==> src/rtl/load_store_unit.sv <==
// MEM-stage load/store unit: aligns stores onto byte lanes, extends loads, and runs a single
// outstanding bus transfer with an ack timeout. Misaligned accesses fault without touching the bus.
module load_store_unit (
  input  logic        clk,
  input  logic        rst_n,
  input  logic        req_valid,
  input  logic        is_load,
  input  logic [1:0]  mem_write,
  input  logic [2:0]  mem_read,
  input  logic [31:0] addr,
  input  logic [31:0] wdata,
  output logic        stall,
  output logic [31:0] rdata_out,
  output logic        rdata_valid,
  output logic        ld_misaligned,
  output logic        st_misaligned,
  output logic        bus_timeout,
  output logic        bus_req,
  output logic        bus_we,
  output logic [31:0] bus_addr,
  output logic [3:0]  bus_be,
  output logic [31:0] bus_wdata,
  input  logic        bus_ack,
  input  logic [31:0] bus_rdata
);

  typedef enum logic [1:0] {StIdle, StBusy, StDone} state_e;

  state_e      state_q;
  logic [7:0]  cnt_q;
  logic [31:0] addr_q;
  logic [1:0]  lane_q;
  logic [3:0]  be_q;
  logic [31:0] wdata_q;
  logic        we_q;
  logic        load_q;
  logic [2:0]  rd_type_q;
  logic [31:0] rdata_q;

  logic        is_store;
  logic        idle;
  logic        busy;
  logic        st_mis_c;
  logic        ld_mis_c;
  logic        accept;
  logic        timeout_hit;
  logic [3:0]  be_c;
  logic [31:0] wdata_c;
  logic [31:0] shifted_c;
  logic [7:0]  byte_c;
  logic [15:0] half_c;
  logic [31:0] load_data_c;

  // A store encoding wins over is_load when both are present.
  assign is_store = mem_write != 2'b00;
  assign idle     = state_q == StIdle;
  assign busy     = state_q == StBusy;

  always_comb begin
    st_mis_c = 1'b0;
    case (mem_write)
      2'b10:   st_mis_c = addr[0];
      2'b11:   st_mis_c = addr[1:0] != 2'b00;
      default: st_mis_c = 1'b0;
    endcase
  end

  always_comb begin
    ld_mis_c = 1'b0;
    case (mem_read)
      3'b001, 3'b011: ld_mis_c = 1'b0;
      3'b010, 3'b100: ld_mis_c = addr[0];
      default:        ld_mis_c = addr[1:0] != 2'b00;
    endcase
  end

  // rst_n gating keeps the combinational outputs low while reset is held.
  assign st_misaligned = rst_n & idle & req_valid & is_store & st_mis_c;
  assign ld_misaligned = rst_n & idle & req_valid & ~is_store & is_load & ld_mis_c;
  assign accept        = rst_n & idle & req_valid & (is_store ? ~st_mis_c : (is_load & ~ld_mis_c));

  assign timeout_hit = busy & (cnt_q == 8'hFF);

  always_comb begin
    be_c    = 4'b1111;
    wdata_c = 32'h0;
    case (mem_write)
      2'b01: begin
        be_c    = 4'b0001 << addr[1:0];
        wdata_c = {4{wdata[7:0]}};
      end
      2'b10: begin
        be_c    = addr[1] ? 4'b1100 : 4'b0011;
        wdata_c = {2{wdata[15:0]}};
      end
      2'b11: begin
        be_c    = 4'b1111;
        wdata_c = wdata;
      end
      default: begin
        be_c    = 4'b1111;
        wdata_c = 32'h0;
      end
    endcase
  end

  assign shifted_c = bus_rdata >> {lane_q, 3'b000};
  assign byte_c    = shifted_c[7:0];
  assign half_c    = lane_q[1] ? bus_rdata[31:16] : bus_rdata[15:0];

  always_comb begin
    load_data_c = bus_rdata;
    case (rd_type_q)
      3'b001:  load_data_c = {{24{byte_c[7]}}, byte_c};
      3'b010:  load_data_c = {{16{half_c[15]}}, half_c};
      3'b011:  load_data_c = {24'h0, byte_c};
      3'b100:  load_data_c = {16'h0, half_c};
      default: load_data_c = bus_rdata;
    endcase
  end

  always_ff @(posedge clk or negedge rst_n) begin
    if (!rst_n) begin
      state_q   <= StIdle;
      cnt_q     <= 8'h0;
      addr_q    <= 32'h0;
      lane_q    <= 2'b00;
      be_q      <= 4'h0;
      wdata_q   <= 32'h0;
      we_q      <= 1'b0;
      load_q    <= 1'b0;
      rd_type_q <= 3'b000;
      rdata_q   <= 32'h0;
    end else begin
      case (state_q)
        StIdle: begin
          if (accept) begin
            state_q   <= StBusy;
            cnt_q     <= 8'h0;
            addr_q    <= {addr[31:2], 2'b00};
            lane_q    <= addr[1:0];
            be_q      <= be_c;
            wdata_q   <= wdata_c;
            we_q      <= is_store;
            load_q    <= ~is_store;
            rd_type_q <= mem_read;
          end
        end
        StBusy: begin
          if (timeout_hit) begin
            state_q <= StDone;
            if (load_q) rdata_q <= 32'h0;
          end else if (bus_ack) begin
            state_q <= StDone;
            if (load_q) rdata_q <= load_data_c;
          end else begin
            cnt_q <= cnt_q + 8'd1;
          end
        end
        StDone:  state_q <= StIdle;
        default: state_q <= StIdle;
      endcase
    end
  end

  assign stall       = accept | busy;
  assign bus_req     = busy & ~timeout_hit;
  assign bus_timeout = timeout_hit;
  assign bus_we      = busy & we_q;
  assign bus_addr    = addr_q;
  assign bus_be      = be_q;
  assign bus_wdata   = wdata_q;
  assign rdata_out   = rdata_q;
  assign rdata_valid = (state_q == StDone) & load_q;

endmodule

==> config.mk <==
export PLATFORM = sky130hd
export DESIGN_NAME = load_store_unit
export DESIGN_NICKNAME = d
export VERILOG_FILES = /design/src/rtl/load_store_unit.sv
export SDC_FILE = /design/constraint.sdc
export NUM_CORES = 1
export LEC_CHECK = 0
export BUFFER_PORTS_ARGS = -buffer_cell sky130_fd_sc_hd__buf_2
export CAP_MARGIN = 20
export CORE_UTILIZATION = 45
export CTS_CLUSTER_SIZE = 30
export DETAILED_ROUTE_END_ITERATION = 8
export MAX_ROUTING_LAYER = met4
export PLACE_DENSITY = 0.74
export SLEW_MARGIN = 20
export SYNTH_ARGS = -nofsm -noshare
export SYNTH_HDL_FRONTEND = slang
export SYNTH_SLANG_ARGS = --single-unit
==> constraint.sdc <==
create_clock -name clk -period 3.7 [get_ports clk]
set_clock_uncertainty 0.05 [all_clocks]
set_input_delay 0.555 -clock clk [delete_from_list [all_inputs] [get_ports clk]]
set_output_delay 0.555 -clock clk [all_outputs]
set_load 0.02 [all_outputs]
==> metrics.txt <==
status complete, no violations; setup TNS 0 ns; number of flops mapped to enable cells by yosys 0; Relative slew margins 0.3764; total die area 13,200 um^2; post-synth top area cell dfrtp_1; Max FO, Critical Path 13; maximum VDD drop ~0.38 mV; complex-gate fraction of the synthesized area 0.2524; CP Depth 8; CP max stage cell ha_1; MaxCap Viol Count 0; clock sinks between 100 and 150; number of global-route vias before repair between 5,000 and 6,000; initial core utilization 0.4697; Top FF cell, synth dfrtp_1; # hold bufs at CTS 0; Post-synth top cells 115 x dfrtp_1, 48 x nand2_1, 41 x a21oi_1, 40 x mux2_2, 35 x nor2_1; Vias/cell between 5 and 6; global-route wire length before repair ~25,000 um; post-synthesis cell area between 5000 and 6000 um^2; CP arrival 2.09 ns; combinational family with the most area after synthesis compound AO/OA/AOI/OAI gates; number of H-tree levels 4; simple-gate share of the synthesized area 0.09293; most frequent cell after synthesis dfrtp_1; Initial DRT Pass Iterations 7; Residual DRC 0; grt peak-use layer met2; asr flop ratio synth 1.000; RSZ-0062 raised after global routing no; Critical Path RT a little over 3 ns; CP endpoint kind output port; final count of negative-setup-slack endpoints 0; share of layout cells above drive strength 1 0.4228; I/O Pins between 200 and 250; Max clock buf depth 2; Min Hold Slack approximately 0.063 ns; Tot GR Track Use 0.2504; first-iteration detailed-routing DRC count between 300 and 400; Yosys cell types 53; #FFs+latches synth around 120; Crit path largest cell delay between 0.4 and 0.5 ns; largest cells by area after synthesis dfrtp_1 50%, mux2_2 7.9%, o2bb2ai_1 3.8%, a22o_1 3.7%, a21oi_1 3.6%; LEAKAGE ~0.0036 uW; # rows 40; crit-path cells buf_2 -> ha_1 -> a21o_1 -> o21ai_1 -> and2_1 -> a21oi_4 -> nand2_1 -> buf_2; syn avg cell area 10.74 um^2; Final Hold Viols 0; port bufs 210; critical path type in2out; M2 GR Usage 0.4008; crit share post-route 0.7288; grt met3 use 0.05113; share of the synthesized area in the top cell type 0.5017; sequential-to-total area share from yosys stat 0.5017; Net count, final between 800 and 900; cell repeated most along the worst path buf_2; Setup Fix Bufs, Post-CTS 0; Clk Latency, worst-skew pair about 0.41 ns; Slew @ Worst Pin 0.9354 ns; clock-pin transition on the worst setup and hold timing paths roughly 0.060 ns; GRT Residual Overflow 0; CORE AREA approximately 12,000 um^2; Max Clk Rate 0.3709 GHz; met1 Resource Use GR 0.3043; CP bufs+invs 2; die height around 110 um; critical path's top delay family adder cells; TritonCTS buffer count 17; Worst Hold Class in2async; final instance area roughly 7500 um^2; Post-Synth Adder-Cell Area 0.01265; Placed Area roughly 7000 um^2; fin. max-slew vios 0; internal reg-to-reg setup slack between 1 and 1.5 ns; Startpoint Class input pin; DIE WIDTH 114.9 um; # fillers slightly above 1,000; Final ANT Viol Nets 0; pwr/cell area roughly 790 nW/um^2; XOR/XNOR Fraction of Synth Area 0.003054; Routed wire per std cell 17.09 um; Total Wirelength roughly 16,000 um; CTS tree yes; area of the multi-input gates roughly 2600 um^2; vias between 5,000 and 6,000; Placer Congestion about 0.9; worst reg2reg path depth 5; cell count after synthesis 534; multiplexer area fraction after synthesis 0.08944; clock root buffer clkbuf_16; Post-CTS Resized 0; area delta synth->final 31.26%; Final HPWL DP 11,270 um; Reg area ~2900 um^2; fin crit period around 2.7 ns; Ys Warns 0; largest net degree at the start of global routing 80; antenna violations before repair 0
-- per-layer routing --
metal  share of wire  vias to the layer above
met4           0.023                        0
met1            0.42                     2486
li1                -                     2393
met3           0.068                       28
met2            0.49                      240
met5               0                        -
-- sequential cells by signal (all words and copies together), names as in the netlist --
name	cells
load_q	1
rdata_out	32
bus_wdata	32
cnt_q	8
we_q	1
rd_type_q	3
bus_addr	30
state_q	2
lane_q	2
bus_be	4
-- per-stage QoR --
| stage | power [uW] | setup WS [ns] | cells | utilization |
|---|---|---|---|---|
| floorplan | 3437 | 1.117 | 535 | - |
| global placement | 4084 | 1.060 | 881 | 0.5613 |
| detailed placement | 4152 | 0.9991 | 881 | 0.5613 |
| CTS | 6007 | 1.020 | 913 | 0.6160 |
| global route | 6296 | 0.8548 | 913 | 0.6163 |
| finish | 5968 | 1.004 | 914 | 0.6165 |
-- layout by cell type, fill, tap and decap left out, types with 3 or more instances in the layout --
master / n
a21o_1: 5
a21oi_1: 40
a221o_1: 7
a22o_1: 24
a22oi_1: 15
a31o_2: 3
a31oi_1: 7
a32o_1: 4
a32oi_1: 6
buf_2: 209
buf_4: 9
bufinv_16: 5
clkbuf_16: 17
clkbuf_8: 3
dfrtp_1: 115
ha_1: 5
inv_1: 10
mux2_2: 40
mux2i_1: 4
nand2_1: 48
nand2b_1: 4
nand3_1: 5
nor2_1: 35
nor2b_1: 3
nor3_1: 4
o21ai_0: 33
o2bb2ai_1: 25
o31ai_1: 6
o31ai_2: 10
-- worst register-to-register path, cell delays in order, from the launching register on --
cell and delay [ns]:
dfrtp_1 0.95, inv_1 0.49, maj3_1 0.46, a22oi_1 0.14
o21ai_0 0.11, a22o_1 0.21
-- cell type report --
cell class,count,area share
multi-input cells,369,0.3464
clock buffers,20,0.06199
repair buffers,219,0.1494
flip-flops and latches,115,0.3823
clock inverters,12,0.02676
diodes,1,0.0003324
well taps,168,0.02792
inverters,10,0.004986
-- path summary, 6_finish.rpt --
path	start	to
worst min-delay path	rst_n	bus_wdata[0]$_DFFE_PN0P_
worst min register to register	rdata_out[22]$_DFFE_PN0P_	rdata_out[22]$_DFFE_PN0P_
worst max-delay path	mem_write[1]	stall
min in group clk	addr[26]	bus_addr[26]$_DFFE_PN0P_
max in group asynchronous	rst_n	rdata_out[18]$_DFFE_PN0P_
worst max register to register	rd_type_q[2]$_DFFE_PN0P_	rdata_out[14]$_DFFE_PN0P_
-- power breakdown --
group	internal (uW)	switching, uW	total, uW
Combinational	834	1270	2110
Sequential	1690	338	2030
Clock	1250	584	1830
-- cell families after synthesis --
kind of cell | Yosys count
flip-flops | 115
AND/OR/NAND/NOR | 118
other | 1
buffers and inverters | 51
adder cells (fa/ha/maj) | 6
AO/OA/AOI/OAI | 196
multiplexers | 45
XOR/XNOR | 2
No activity file was read; power rests on OpenSTA's default activity.
